--- config.mk ---
export PLATFORM = sky130hd
export DESIGN_NAME = ifetch_responder
export DESIGN_NICKNAME = d
export VERILOG_FILES = /design/src/rtl/ifetch_responder.sv
export SDC_FILE = /design/constraint.sdc
export NUM_CORES = 1
export LEC_CHECK = 0
export CAP_MARGIN = 40
export CORE_UTILIZATION = 40
export CTS_CLUSTER_DIAMETER = 100
export CTS_CLUSTER_SIZE = 25
export DETAILED_ROUTE_END_ITERATION = 8
export PLACE_DENSITY = 0.75
export SYNTH_ARGS = -nofsm -noshare
export SYNTH_HDL_FRONTEND = slang
export SYNTH_SLANG_ARGS = --single-unit
--- constraint.sdc ---
create_clock -name clk_in -period 7.14 [get_ports clk_in]
set_input_delay 1.428 -clock clk_in [delete_from_list [all_inputs] [get_ports clk_in]]
set_output_delay 1.428 -clock clk_in [all_outputs]
set_load 0.02 [all_outputs]
--- src/rtl/ifetch_responder.sv ---
// ifetch_responder
//   Read-only memory client serving instruction fetches from the icache.
//   A request latches the pc, issues four consecutive byte reads to RAM and
//   assembles them little-endian into one 32-bit word.
//   The word is returned with a one-cycle ready pulse.
//   The pc is the full 32-bit value, so any pc change mid-fetch aborts it.
//   RAM addresses wrap modulo 2^RAM_ADDR_WIDTH.
//
// Parameters
//   RAM_ADDR_WIDTH   number of valid byte-address bits driven on mem_a
//
// Optional feature
//   IFETCH_LAST_WORD_EN  when defined, keeps a one-entry {valid, pc, inst}
//                        buffer. A repeat request for the buffered pc is
//                        answered on the next edge without touching RAM.
//
// Ports
//   clk_in            clock, rising edge active
//   rst_in            asynchronous active-low reset
//   rdy_in            global enable; low freezes all state and outputs
//   ic_to_mc_request  fetch request (level)
//   ic_to_mc_pc       byte address of the requested instruction
//   mc_to_ic_ready    one-cycle pulse: mc_to_ic_inst is valid
//   mc_to_ic_inst     fetched instruction word (registered, held)
//   mem_din           RAM read data for the address on mem_a
//   mem_a             RAM byte address
//   mem_wr            RAM write strobe, always 0
module ifetch_responder #(
  parameter int unsigned RAM_ADDR_WIDTH = 17
) (
  input  logic        clk_in,
  input  logic        rst_in,
  input  logic        rdy_in,
  input  logic        ic_to_mc_request,
  input  logic [31:0] ic_to_mc_pc,
  output logic        mc_to_ic_ready,
  output logic [31:0] mc_to_ic_inst,
  input  logic [7:0]  mem_din,
  output logic [31:0] mem_a,
  output logic        mem_wr
);

  localparam logic [31:0] ADDR_MASK = (RAM_ADDR_WIDTH >= 32) ? 32'hFFFF_FFFF
                                    : ((32'd1 << RAM_ADDR_WIDTH) - 32'd1);

  typedef enum logic [1:0] {
    IDLE  = 2'd0,
    FETCH = 2'd1,
    RESP  = 2'd2
  } state_t;

  state_t      state;
  logic [31:0] pc_q;
  logic [1:0]  issue_cnt;
  logic [2:0]  cap_cnt;
  logic [23:0] asm_q;   // bytes 0..2 of the word in flight

`ifdef IFETCH_LAST_WORD_EN
  logic        lw_valid;
  logic [31:0] lw_pc;
  logic [31:0] lw_inst;
`endif

  // Masking the full sum is equivalent to adding within RAM_ADDR_WIDTH bits.
  function automatic logic [31:0] wrap_addr(input logic [31:0] base,
                                            input logic [1:0]  off);
    logic [31:0] sum;
    sum = base + {30'd0, off};
    return sum & ADDR_MASK;
  endfunction

  assign mem_wr = 1'b0;

  always_ff @(posedge clk_in or negedge rst_in) begin
    if (!rst_in) begin
      state          <= IDLE;
      pc_q           <= '0;
      issue_cnt      <= '0;
      cap_cnt        <= '0;
      asm_q          <= '0;
      mem_a          <= '0;
      mc_to_ic_ready <= 1'b0;
      mc_to_ic_inst  <= '0;
`ifdef IFETCH_LAST_WORD_EN
      lw_valid       <= 1'b0;
      lw_pc          <= '0;
      lw_inst        <= '0;
`endif
    end else if (rdy_in) begin
      case (state)
        IDLE: begin
          mc_to_ic_ready <= 1'b0;
          issue_cnt      <= '0;
          cap_cnt        <= '0;
          if (ic_to_mc_request) begin
`ifdef IFETCH_LAST_WORD_EN
            if (lw_valid && (ic_to_mc_pc == lw_pc)) begin
              // Buffer hit: mem_a is left untouched, no RAM read issued.
              pc_q           <= ic_to_mc_pc;
              mc_to_ic_inst  <= lw_inst;
              mc_to_ic_ready <= 1'b1;
              state          <= RESP;
            end else
`endif
            begin
              pc_q  <= ic_to_mc_pc;
              mem_a <= wrap_addr(ic_to_mc_pc, 2'd0);
              state <= FETCH;
            end
          end
        end

        FETCH: begin
          if (!ic_to_mc_request || (ic_to_mc_pc != pc_q)) begin
            // Abort wins even on the byte3 edge; a new pc waits for IDLE.
            state     <= IDLE;
            issue_cnt <= '0;
            cap_cnt   <= '0;
            asm_q     <= '0;
          end else begin
            // Addresses run one ahead of captures; the last one is held.
            if (issue_cnt != 2'd3) begin
              issue_cnt <= issue_cnt + 2'd1;
              mem_a     <= wrap_addr(pc_q, issue_cnt + 2'd1);
            end
            case (cap_cnt)
              3'd0: begin
                asm_q[7:0] <= mem_din;
                cap_cnt    <= 3'd1;
              end
              3'd1: begin
                asm_q[15:8] <= mem_din;
                cap_cnt     <= 3'd2;
              end
              3'd2: begin
                asm_q[23:16] <= mem_din;
                cap_cnt      <= 3'd3;
              end
              default: begin
                mc_to_ic_inst  <= {mem_din, asm_q};
                mc_to_ic_ready <= 1'b1;
                state          <= RESP;
                issue_cnt      <= '0;
                cap_cnt        <= '0;
`ifdef IFETCH_LAST_WORD_EN
                lw_valid       <= 1'b1;
                lw_pc          <= pc_q;
                lw_inst        <= {mem_din, asm_q};
`endif
              end
            endcase
          end
        end

        RESP: begin
          mc_to_ic_ready <= 1'b0;
          state          <= IDLE;
        end

        default: begin
          mc_to_ic_ready <= 1'b0;
          state          <= IDLE;
        end
      endcase
    end
  end

endmodule
# == After elaboration in Yosys (flattened, before gate mapping) ==
# Cells that the tools add are included.
# totals
ff_bits,128
# op_classes
n_eq_ne,11
n_bitwise,2
addsub,2
reduce_logical,19
n_mux,22
# ops
cell,count
two-way mux 32 bit,3
one-hot mux 32 bit (2 select lines),1
!= test 32 bit,1
two-way mux 24 bit,1
two-way mux 8 bit,3
AND reduction 3 bit,7
adder 17 x 2 -> 17 bit,1
two-way mux 2 bit,7
"!= test 2 bit, second input constant",5
one-hot mux 2 bit (2 select lines),2
nonzero test 2 bit,4
one-hot mux 2 bit (3 select lines),1
one-hot mux 3 bit (2 select lines),1
AND reduction 5 bit,1
"!= test 4 bit, second input constant",1
AND reduction 4 bit,1
"equality test 3 x 1 -> 1 bit, second input constant",1
"equality test 3 x 2 -> 1 bit, second input constant",1
zero test 3 bit,1
two-way mux 1 bit,3
"!= test 3 bit, second input constant",1
OR reduction 3 bit,1
"adder 2 x 1 -> 2 bit, second input constant",1
"equality test 2 x 1 -> 1 bit, second input constant",1
other kinds (5),6

# == Longest topological paths before layout ==
# Gate-level depths: netlist of run 1.
# logic_depth
word_depth,5
mapped_depth,9
ltp_nobuf,9

# == Worst setup path before layout of run 1 ==
# OpenSTA, ideal clock, no wires.
# synth_path
path_type,input to register
start,input port ic_to_mc_pc[15]
end,register mc_to_ic_inst[0]
path_buffers,1
t_required_ps,7015
t_arrival_ps,2926
path_slack_ps,4089
setup_ps,125
cell_stages,7
cell_sequence,xnor2_1 > nand4_1 > nor4_2 > nand4_1 > nor4_4 > buf_6 > mux2_4
# synth_between
elab_chain_cells,4
# synth_lines
item,line_no,text
"start, declared",35,"input logic [31:0] ic_to_mc_pc,"
!= test 32 bit,114,if (!ic_to_mc_request || (ic_to_mc_pc != pc_q)) begin
logical OR 1 bit,114,
NOT 1 bit (no source line),-,
AND reduction 4 bit (no source line),-,
"end signal, assigned",140,"mc_to_ic_inst <= {mem_din, asm_q};"
"end, declared",37,"output logic [31:0] mc_to_ic_inst,"
# Every way passes these cells.
# A chain may end at the register's enable or synchronous reset.

# == Worst setup path after layout of run 1 ==
# layout_path
start,input port ic_to_mc_pc[16]
end,register mc_to_ic_inst[14]
# Same word-level chain as after synthesis.

==> impl_metrics.py, run 1 <==
metrics = {
    "logic_synthesis": {
        "synth.avg_cell_area_sq_um": 11.23,
        "synthSimpleGateAreaFrac_pct": 13.30,
        "syn-cell-area_sq_um": 5448,
        "synth_compound_area_share_pct": 10.73,
        "ys_ff_latch": 112,
        "async_reset_ff_share_pct": 100.0,
        "synth-edff-count": 0,
        "ys_warn_count": 0,
        "synthAdderAreaFrac_pct": 1.975,
        "ys_seq_area_share_pct": 51.45,
        "syn_inst": 485,
        "synth_top_family_by_area": "simple AND/OR/NAND/NOR gates",
        "synthMuxAreaShare_pct": 8.613,
        "yosys.cell_types.count": 48,
        "synth_ff_type": "dfrtp_1",
        "synth_xor_area_share_pct": 7.694,
    },
    "cells_and_area": {
        "final_cell_mix": "dfrtp_1 (112), clkdlybuf4s50_1 (92), nand2_1 (81), xnor2_1 (40), mux2_4 (29)",
        "drive_above_1_share_pct": 10.75,
        "multiInputGateArea_sq_um": 2365,
        "nFillCells": 1198,
        "final_util_pct": 51.06,
        "areaGrowthSynthToFinish_pct": 24.12,
        "final_common_cell": "dfrtp_1",
        "antenna_cells": 0,
        "seqCellArea_sq_um": 2803,
        "fin_nets": 625,
    },
    "die": {
        "die_w_um": 118.7,
        "die_y_um": 118.7,
        "start_util_pct": 41.14,
        "row_count": 42,
        "die_area_sq_um": 14090,
        "ios": 110,
        "design.core.area_sq_um": 13240,
    },
    "power": {
        "leakage_nw": 3.062,
        "p_per_area_nw_per_um2": 255.2,
        "combPwrFrac_pct": 24.6,
        "seqPwrFrac_pct": 47.0,
        "p_switching_uw": 561.3,
        "power.total_mw": 1.726,
        "vdd_drop_max_mv": 0.1599,
        "power_frac_clock_pct": 28.4,
        "switching_share_pct": 32.52,
        "internal_power_mw": 1.165,
    },
    "placed_design": {
        "dp_slack_ns": 3.057,
        "gp_congestion": 0.9101,
        "hpwl_mm": 9.011,
        "io_buffers": 93,
    },
    "clock_tree": {
        "clk_path_buf_depth": 2,
        "cts_resized": 0,
        "cts_hold_buf": 0,
        "cts_num_sinks": 112,
        "path_clk_slew_ns": 0.07,
        "clock_latency_ns": 0.36,
        "cts_inserted_buffers": 9,
        "post_cts_buffers": 0,
        "cts_tree": "done",
        "htreeDepth": 3,
        "cts_root_buf": "clkbuf_16",
    },
    "setup_path": {
        "crit_path_start_kind": "input port",
        "critPathMaxFanout": 33,
        "crit_type": "input port to flop",
        "timing.critical_path.arrival_ns": 3.93,
        "worstPathRequired_ns": 7.39,
        "endpoint_kind": "flop",
    },
    "drt": {
        "antenna_left": 0,
        "drt_iter0_drc": 203,
        "post-route-drc-count": 0,
        "drtPass1Iterations": 4,
        "num_vias": 3939,
        "viasPerCell": 5.231,
        "wire_per_inst_um": 16.57,
        "finalWirelength_mm": 12.48,
    },
    "timing": {
        "setup_violations": 0,
        "tightest_slew_ns": 0.8429,
        "skew_ns": 0.01387,
        "finalCritPeriodShare_pct": 51.59,
        "setup_tns_ns": 0,
        "hold_violations": 0,
        "fin_crit_ns": 3.684,
        "max_freq_mhz": 271.5,
        "setup_ws_ns": 3.456,
        "drv_slew": 0,
        "slew_headroom_pct": 43.69,
        "rsz0062_at_grt": "false",
    },
    "run_status": {
        "run_status": "finished clean",
    },
    "worst_hold_path": {
        "hold_class": "flop to flop",
    },
    "global_route": {
        "first_global_vias": 3992,
        "grt-ovfl-total": 0,
        "antenna_found_initial": 0,
        "grt_pass1_wl_mm": 20.57,
        "grt_max_degree": 54,
        "track_usage_pct": 18.95,
    },
    "run": {
        "drv_cap": 0,
    },
}
-- synth_stat cells (2+ instances only) --
cell type	count	share of area [%]
mux2_2	3	0.62
clkbuf_1	10	0.69
a22o_1	16	2.6
nor2_1	19	1.3
nand2_1	81	5.6
o21ai_1	2	0.18
xnor2_1	40	6.4
nand2b_1	4	0.46
o2bb2ai_1	8	1.3
a31oi_1	4	0.46
a221o_1	9	1.7
inv_1	22	1.5
xor2_1	6	0.96
dfrtp_1	112	51
a211o_1	2	0.32
buf_4	18	2.5
buf_6	5	1.0
mux2_4	29	8.0
ha_1	7	1.6
nand4_1	13	1.5
and3_1	16	1.8
o22a_1	3	0.48
nand3_1	6	0.55
a221oi_1	4	0.64
o21ai_0	3	0.28
a21oi_1	3	0.28
a21o_1	10	1.4
nor4_2	2	0.46
nor3_1	6	0.55
buf_2	4	0.37
-- critical path: stages --
cell	delay (ns)
clkdlybuf4s50_1	0.50
xnor2_1	0.30
nand4_1	0.14
nor4_2	0.25
nand4_1	0.20
nor4_4	0.17
buf_4	0.53
mux2_2	0.40
-- layout make-up --
cell class	count	share of cell area, %
sequential	112	41.45
inverter	22	1.221
clock inverter	6	0.9623
tap	176	3.257
clock buffer	9	3.331
multi-input combinational	328	34.97
timing repair buffer	100	14.80
-- state kept, by name, summed over array words and instances, names as in the netlist --
name	flops
issue_cnt	2
cap_cnt	2
state	2
asm_q	24
mem_a	17
pc_q	32
mc_to_ic_inst	32
mc_to_ic_ready	1
-- metal layers --
| metal | GRT usage, % | vias to the layer above | part of all wire [%] |
|---|---|---|---|
| met5 | 0 | - | 0 |
| met4 | 9.889 | 0 | 3.4 |
| met3 | 4.006 | 29 | 5.7 |
| met2 | 29.64 | 145 | 47 |
| met1 | 24.69 | 1946 | 44 |
| li1 | - | 1819 | - |
-- cell families after synthesis --
logic type / after synthesis
fa+ha+maj: 8
mux: 32
other cells: 1
buf+inv: 60
flops: 112
compound gates: 72
simple gates: 153
xor+xnor: 47
-- worst paths after layout --
| check | endpoint | cells past startpoint | from | slack, ns |
|---|---|---|---|---|
| worst min register to register | pc_q[29] | 2 | pc_q[29] | 0.50 |
| worst max-delay path | mc_to_ic_inst[14] | 8 | ic_to_mc_pc[16] | 3.46 |
| max in group asynchronous | mc_to_ic_inst[6] | 3 | rst_in | 5.12 |
| min in group asynchronous | mc_to_ic_inst[24] | 1 | rst_in | 0.96 |
| worst max register to register | mem_a[16] | 8 | issue_cnt[1] | 4.28 |
| worst min-delay path | pc_q[29] | 2 | pc_q[29] | 0.50 |
-- stage by stage --
| step | instances | cell area (sq um) | hold WS (ns) |
|---|---|---|---|
| final | 753 | 6761 | 0.5000 |
| after floorplan | 500 | 5504 | 0.4661 |
| after global placement | 736 | 6436 | 0.4789 |
| after global routing | 753 | 6761 | 0.5274 |
| after detailed placement | 737 | 6464 | 0.4846 |
| after CTS | 752 | 6754 | 0.5035 |
-- power groups by stage --
stage / sequential [mW] / combinational, mW / clock (mW)
6_report: 0.811 / 0.424 / 0.491
5_1_grt: 0.822 / 0.464 / 0.530
3_3_place_gp: 0.816 / 0.416 / 0
4_1_cts: 0.809 / 0.429 / 0.504
2_1_floorplan: 0.830 / 0.248 / 0
3_5_place_dp: 0.819 / 0.428 / 0
Note: power is estimated with default switching activity, not from simulation.
==> run 2: changes to the inputs <==
PLACE_DENSITY = 0.77   (was 0.75)
clock period = 3.1 ns   (was 7.14 ns; I/O delays follow)
==> impl_metrics.py, run 2 (synthesis results as in run 1) <==
metrics = {
    "run_status": {
        "run_status": "finished clean",
    },
    "setup_path": {
        "worstPathRequired_ns": 3.33,
        "critPathMaxFanout": 4,
        "critPathBufInv": 1,
        "crit_path_start_kind": "flop",
        "crit_chain": "ha_1, inv_1, fa_1, or3_1, nor4_1, xnor2_1, a31oi_1, o22a_1",
        "slowest_delay_ns": 0.51,
        "critical_path.top_delay_family": "simple AND/OR/NAND/NOR gates",
        "endpoint_kind": "flop",
        "reg2reg_depth": 8,
        "rr_endpoint": "mem_a[16]",
        "rrSetupSlack_ns": 0.35,
        "slowest_stage": "or3_1",
        "timing.rr.start": "issue_cnt[1]",
        "crit_type": "flop to flop",
        "startpoint": "issue_cnt[1]",
        "timing.critical_path.arrival_ns": 2.98,
    },
    "clock_tree": {
        "cts_resized": 0,
        "cts_tree": "done",
        "clk_path_buf_depth": 2,
        "cts_hold_buf": 0,
        "cts_inserted_buffers": 9,
        "clock_latency_ns": 0.35,
        "cts_root_buf": "clkbuf_16",
        "path_clk_slew_ns": 0.08,
        "post_cts_buffers": 0,
        "cts_num_sinks": 112,
        "htreeDepth": 3,
    },
    "timing": {
        "tightest_slew_ns": 0.8331,
        "setup_ws_ns": 0.3511,
        "whs_ns": 0.05508,
        "setup_violations": 0,
        "setup_tns_ns": 0,
        "max_freq_mhz": 363.8,
        "hold_violations": 0,
        "slew_headroom_pct": 44.35,
        "skew_ns": 0.01034,
        "drv_slew": 0,
        "fin_crit_ns": 2.749,
        "finalCritPeriodShare_pct": 88.68,
        "rsz0062_at_grt": "false",
    },
    "cells_and_area": {
        "antenna_cells": 0,
        "final_common_cell": "dfrtp_1",
        "final_util_pct": 51.40,
        "areaGrowthSynthToFinish_pct": 24.94,
        "fin_cells": 757,
        "final_cell_mix": "dfrtp_1 (112), clkdlybuf4s50_1 (92), nand2_1 (81), xnor2_1 (40), mux2_4 (29)",
        "drive_above_1_share_pct": 11.36,
        "fin_nets": 628,
        "final_area_sq_um": 6807,
        "top_regs": "mc_to_ic_inst: 32 flops, pc_q: 32 flops, asm_q: 24 flops",
    },
    "global_route": {
        "grt_pass1_wl_mm": 21.13,
        "grt-ovfl-total": 0,
        "antenna_found_initial": 0,
        "track_usage_pct": 19.22,
        "first_global_vias": 4098,
        "grt_max_degree": 110,
    },
    "power": {
        "leakage_nw": 3.089,
        "internal_power_mw": 2.716,
        "power.total_mw": 4.041,
        "combPwrFrac_pct": 24.6,
        "p_per_area_nw_per_um2": 593.7,
        "vdd_drop_max_mv": 0.3626,
        "p_switching_mw": 1.325,
        "power_frac_clock_pct": 29.2,
        "seqPwrFrac_pct": 46.1,
        "switching_share_pct": 32.79,
    },
    "placed_design": {
        "gp_congestion": 0.8832,
        "place_area_sq_um": 6499,
        "io_buffers": 93,
        "hpwl_mm": 9.163,
        "dp_slack_ns": 0.1262,
        "place_inst": 741,
    },
    "drt": {
        "finalWirelength_mm": 12.79,
        "antenna_left": 0,
        "drtPass1Iterations": 4,
        "num_vias": 3931,
        "drt_iter0_drc": 271,
        "viasPerCell": 5.193,
        "post-route-drc-count": 0,
        "wire_per_inst_um": 16.89,
    },
    "die": {
        "row_count": 42,
        "die_y_um": 118.7,
        "die_w_um": 118.7,
        "start_util_pct": 41.14,
        "design.core.area_sq_um": 13240,
        "die_area_sq_um": 14090,
        "ios": 110,
    },
    "worst_hold_path": {
        "hold_class": "input port to asynchronous set/reset pin",
    },
    "run": {
        "drv_cap": 0,
    },
}
==> run 2: worst max path at each step <==
stage | endpoint | slack (ns) | cells past startpoint
5_1_grt | mem_a[16] | 0.23 | 8
4_1_cts | mem_a[16] | 0.36 | 8
6_report | mem_a[16] | 0.35 | 8
2_1_floorplan | mem_a[14] | 0.68 | 8
3_5_place_dp | mc_to_ic_inst[31] | 0.13 | 8
3_3_place_gp | mc_to_ic_inst[31] | 0.17 | 8
==> run 2: metal layers <==
layer / part of all wire [%] / global-route usage (%)
met1: 43 / 24.45
met2: 49 / 31.18
met3: 5.9 / 4.971
met4: 2.6 / 7.595
met5: 0 / 0
==> run 2: layout make-up <==
type / instances / area, sq um
flip-flops and latches: 112 / 2803
repair buffers: 103 / 1028
inverters: 22 / 82.58
well taps: 176 / 220.2
multi-input cells: 328 / 2365
fillers: 1180 / 6436
clock buffers: 10 / 239.0
clock inverters: 6 / 68.82
==> run 2: power groups by stage <==
stage               Sequential [mW]  Combinational, mW  Clock, mW
floorplan                      1.91              0.572          0
global placement               1.87              0.977          0
detailed placement             1.89              0.996          0
CTS                            1.86               1.00       1.20
global route                   1.89               1.09       1.26
finish                         1.86              0.995       1.18
==> run 2: worst reg2reg max path: stages (launching register included) <==
cell     delay (ns)
dfrtp_1        0.40
ha_1           0.34
inv_1          0.07
fa_1           0.48
or3_1          0.51
nor4_1         0.33
xnor2_1        0.18
a31oi_1        0.11
o22a_1         0.23
